$ cat config.mk
export PLATFORM = sky130hd
export DESIGN_NAME = program_counter_flat
export DESIGN_NICKNAME = d
export VERILOG_FILES = /design/src/rtl/program_counter_if.sv /design/src/rtl/program_counter.sv /design/src/flat_wrapper.sv
export SDC_FILE = /design/constraint.sdc
export NUM_CORES = 1
export LEC_CHECK = 0
export ABC_AREA = 1
export BUFFER_PORTS_ARGS = -buffer_cell sky130_fd_sc_hd__buf_4
export CORE_AREA = 2 2 39 41
export DETAILED_ROUTE_END_ITERATION = 10
export DIE_AREA = 0 0 41 43
export SETUP_SLACK_MARGIN = 0.4
export SYNTH_ARGS = -nofsm -noshare
export SYNTH_HDL_FRONTEND = slang
export SYNTH_SLANG_ARGS = --single-unit
$ cat constraint.sdc
create_clock -name clk -period 1.9 [get_ports clk]
set_input_delay 0.285 -clock clk [delete_from_list [all_inputs] [get_ports clk]]
set_output_delay 0.285 -clock clk [all_outputs]
set_load 0.005 [all_outputs]
$ cat src/rtl/program_counter_if.sv
// program_counter_if: decoder <-> program counter bus (ID_ink exists only when PC_INK_EN is defined)
interface program_counter_if #(
    parameter int W = 8
);
    logic         ID_rst;
`ifdef PC_INK_EN
    logic         ID_ink;
`endif
    logic         skok_pc;
    logic [7:0]   adres_skok_pc;
    logic [W-1:0] PC_count;

`ifdef PC_INK_EN
    modport master (output ID_rst, output ID_ink, output skok_pc, output adres_skok_pc, input PC_count);
    modport slave  (input ID_rst, input ID_ink, input skok_pc, input adres_skok_pc, output PC_count);
`else
    modport master (output ID_rst, output skok_pc, output adres_skok_pc, input PC_count);
    modport slave  (input ID_rst, input skok_pc, input adres_skok_pc, output PC_count);
`endif
endinterface

$ cat src/rtl/program_counter.sv
// program_counter: mikroProcesor PC; clear > jump > increment, wraps mod 2^W.
// Optional macro PC_INK_EN adds ID_ink, gating the increment (hold when low).
module program_counter #(
    parameter int           W       = 8,
    parameter logic [W-1:0] RST_VAL = '0
) (
    input logic                clk,
    input logic                rst,
    program_counter_if.slave   bus
);
    logic [W-1:0] target;
    logic [W-1:0] inc;
    logic [W-1:0] next;

    generate
        if (W > 8) begin : g_wide
            assign target = {{(W-8){1'b0}}, bus.adres_skok_pc};
        end else begin : g_narrow
            assign target = bus.adres_skok_pc[W-1:0];
        end
    endgenerate

`ifdef PC_INK_EN
    assign inc = bus.ID_ink ? bus.PC_count + W'(1) : bus.PC_count;
`else
    assign inc = bus.PC_count + W'(1);
`endif

    // next-value mux: decoder clear wins over jump, jump over increment
    always_comb begin
        next = bus.ID_rst ? RST_VAL : bus.skok_pc ? target : inc;
    end

    // PC register, asynchronously forced to RST_VAL while rst is low
    always_ff @(posedge clk or negedge rst) begin
        if (!rst)
            bus.PC_count <= RST_VAL;
        else
            bus.PC_count <= next;
    end
endmodule

$ cat src/flat_wrapper.sv
// flat-port wrapper written by rule: the top's interface ports become plain ports
module program_counter_flat 
#(
    parameter int           W       = 8,
    parameter logic [W-1:0] RST_VAL = '0
)
  (clk, rst, bus_ID_rst, bus_skok_pc, bus_adres_skok_pc, bus_PC_count);
  program_counter_if #(.W(W)) bus_i ();
  input logic clk;
  input logic rst;
  input wire logic [$bits(bus_i.ID_rst)-1:0] bus_ID_rst;
  input wire logic [$bits(bus_i.skok_pc)-1:0] bus_skok_pc;
  input wire logic [$bits(bus_i.adres_skok_pc)-1:0] bus_adres_skok_pc;
  output wire logic [$bits(bus_i.PC_count)-1:0] bus_PC_count;
  assign bus_i.ID_rst = bus_ID_rst;
  assign bus_i.skok_pc = bus_skok_pc;
  assign bus_i.adres_skok_pc = bus_adres_skok_pc;
  assign bus_PC_count = bus_i.PC_count;
  program_counter #(.W(W), .RST_VAL(RST_VAL)) u_core (.clk(clk), .rst(rst), .bus(bus_i));
endmodule
==> results.py <==
metrics = {
    "detailed_routing": {
        "routed_via_density": 4.523,
        "wl_mm": 1.050,
        "drc": 0,
        "drtIter0Drc": 14,
        "firstDrtPassIters": 5,
        "num_vias": 484,
        "ant_nets": 0,
        "wire_per_inst_um": 9.813,
    },
    "cells_and_area": {
        "reg_top3": "u_core.bus.PC_count: 8 flops",
        "syn_to_final_growth_pct": 38.79,
        "top_register": "u_core.bus.PC_count",
        "post-route-cell-area_um2": 658.1,
        "largest_reg_flops": 8,
        "drive_gt1_frac": 0.2527,
        "nNetsFinal": 106,
        "antennaDiodeCount": 0,
    },
    "timing": {
        "holdWs_ns": 0.2581,
        "finalSetupViolCount": 0,
        "hold_viol": 0,
        "tns_ns": 0,
        "fmax_ghz": 0.8583,
        "skew_ns": 0.001823,
        "worst_pin_slew_ns": 0.3645,
        "rsz0062_at_grt": "no",
        "final-max-slew-violation-count": 0,
        "finalCritPeriodShare": 0.6132,
        "slew_headroom": 0.7567,
        "finalCriticalPeriod_ns": 1.165,
    },
    "synthesis": {
        "synthTopCellsByCount": "nor2_1 (22), nand2_1 (13), inv_1 (9)",
        "synth_warnings": 0,
        "yosys.area.top_type": "dfrtp_1",
        "yosysUniqueCellTypes": 12,
        "synth-main-ff-cell": "dfrtp_1",
        "synth-async-reset-ratio": 1.000,
        "syn_area_um2": 474.2,
        "syn_inst": 69,
        "syn_avg_cell_area_um2": 6.873,
        "yosysSeqAreaShare": 0.4222,
        "synth_nets": 82,
        "synth-edff-count": 0,
        "ys_seq_elements": 8,
        "synth_most_common_cell": "nor2_1",
        "netlist_top_cells_area": "dfrtp_1 (42%), nor2_1 (17%), nand2_1 (10%), inv_1 (7.1%), o21ai_0 (6.3%)",
        "yosysTopAreaCellShare": 0.4222,
    },
    "place": {
        "io_buffers": 19,
        "dpl_cell_area_um2": 625.6,
        "hpwl_um": 786.7,
        "routabilityCongestion": 0.7764,
    },
    "critical_path": {
        "crit_end": "u_core.bus.PC_count[6]",
        "worstPathArrival_ns": 1.31,
        "cp.depth": 6,
        "r2r_start": "u_core.bus.PC_count[0]",
        "rr_worst_depth": 6,
        "cp_num_buf_inv": 0,
        "startpoint": "u_core.bus.PC_count[0]",
        "crit_type": "reg -> reg",
        "cp_data_required_time_ns": 2.04,
        "crit_slowest_cell": "dfrtp_1",
        "ff2ff_setup_slack_ns": 0.73,
        "path_cells": "ha_1 -> nand3_1 -> nor2_1 -> nor2_1 -> nor2_1 -> nor2_1",
        "max_stage_delay_ns": 0.41,
        "cp_common_cell": "nor2_1",
        "crit_path_max_fanout": 5,
        "crit_family": "simple AND/OR/NAND/NOR gates",
        "endpoint_kind": "register",
        "r2r-end": "u_core.bus.PC_count[6]",
        "critical_path.startpoint_type": "register",
    },
    "clock_network": {
        "ctsRootBufferMaster": "clkbuf_4",
        "cts_tree": "done",
        "cts_buffers": 3,
        "numClockSinks": 8,
        "cts_buffer_depth": 2,
        "clkLatencyLatePin_ns": 0.25,
        "h-tree-depth": 1,
        "clk_pin_slew_worst_paths_ns": 0.06,
        "ctsHoldBuffers": 1,
        "post_cts_resized": 0,
        "cts_setup_buffers": 0,
    },
    "worst_hold_path": {
        "min_path_type": "in -> reg",
    },
    "die": {
        "fp.dieH_um": 43,
        "coreArea_um2": 1384,
        "num_io_pins": 20,
        "std_cell_rows": 14,
        "die_x_um": 41,
        "start_util": 0.3427,
        "fp.dieArea_um2": 1763,
    },
    "global_routing": {
        "grt_pass1_wl_mm": 1.462,
        "grt_max_degree": 14,
        "grt_overflow": 0,
        "antenna_found_initial": 0,
        "first_global_vias": 366,
        "grt_util_all_layers": 0.1245,
    },
    "power_and_ir_drop": {
        "power.density_nw_per_um2": 626.2,
        "ir_drop_mv": 0.3070,
        "p_leak_nw": 0.3586,
    },
    "outcome": {
        "status": "finished clean",
    },
    "job": {
        "cap_violations": 0,
    },
}
[worst register-to-register path, cell delays in order (launching register included)]
cell and delay, ns:
dfrtp_1 0.41, ha_1 0.23, nand3_1 0.08, nor2_1 0.13, nor2_1 0.06, nor2_1 0.10, nor2_1 0.05
[final cells by class]
cell class	count	area, um2
Clock buffer	3	22.52
Timing Repair Buffer	20	152.6
Sequential cell	8	200.2
Multi-Input combinational cell	51	229.0
Inverter	9	33.78
Tap cell	16	20.02
Fill cell	161	725.7
[cell families after synthesis]
group / count (synthesis) / synth area share
simple gates: 41 / 0.3536
buf+inv: 10 / 0.09498
compound gates: 8 / 0.08444
flops: 8 / 0.4222
xor+xnor: 1 / 0.01847
fa+ha+maj: 1 / 0.02638
[worst min path at each step]
stage	from	end	slack (ns)	cells past startpoint
global route	bus_adres_skok_pc[1]	u_core.bus.PC_count[1]	0.28	3
global placement	rst	u_core.bus.PC_count[7]	0.11	1
finish	bus_adres_skok_pc[1]	u_core.bus.PC_count[1]	0.26	3
CTS	bus_adres_skok_pc[1]	u_core.bus.PC_count[1]	0.26	3
floorplan	rst	u_core.bus.PC_count[0]	-0.01	0
detailed placement	rst	u_core.bus.PC_count[6]	0.11	1
[through the flow]
stage / total power [mW] / instances / setup slack, ns / util
2_1_floorplan: 0.2349 / 69 / 0.7926 / -
3_3_place_gp: 0.2811 / 103 / 0.7560 / 0.4521
3_5_place_dp: 0.2822 / 103 / 0.7392 / 0.4521
4_1_cts: 0.4194 / 107 / 0.7264 / 0.4756
5_1_grt: 0.4388 / 107 / 0.6500 / 0.4756
6_report: 0.4121 / 107 / 0.7349 / 0.4756
[cells in the final DEF (no fill, tap or decap), types with 2 or more instances in the layout]
cell type	n
clkbuf_4	3
dfrtp_1	8
a21oi_1	2
inv_1	9
nand2_1	13
nor2_1	22
nand3_1	4
o21ai_0	6
buf_4	19
[per-layer routing]
metal	track usage	vias to the layer above	routed length, um
li1	-	257	-
met1	0.1749	204	495
met2	0.1719	21	476
met3	0.03141	2	58
met4	0.06000	0	19
met5	0	-	0
[report_power, final]
part	switching, mW	internal [mW]	leakage (nW)
Sequential	0.0143	0.183	0.103
Clock	0.0596	0.0724	0.0138
Combinational	0.0377	0.0453	0.242
No activity file was read; power rests on OpenSTA's default activity.
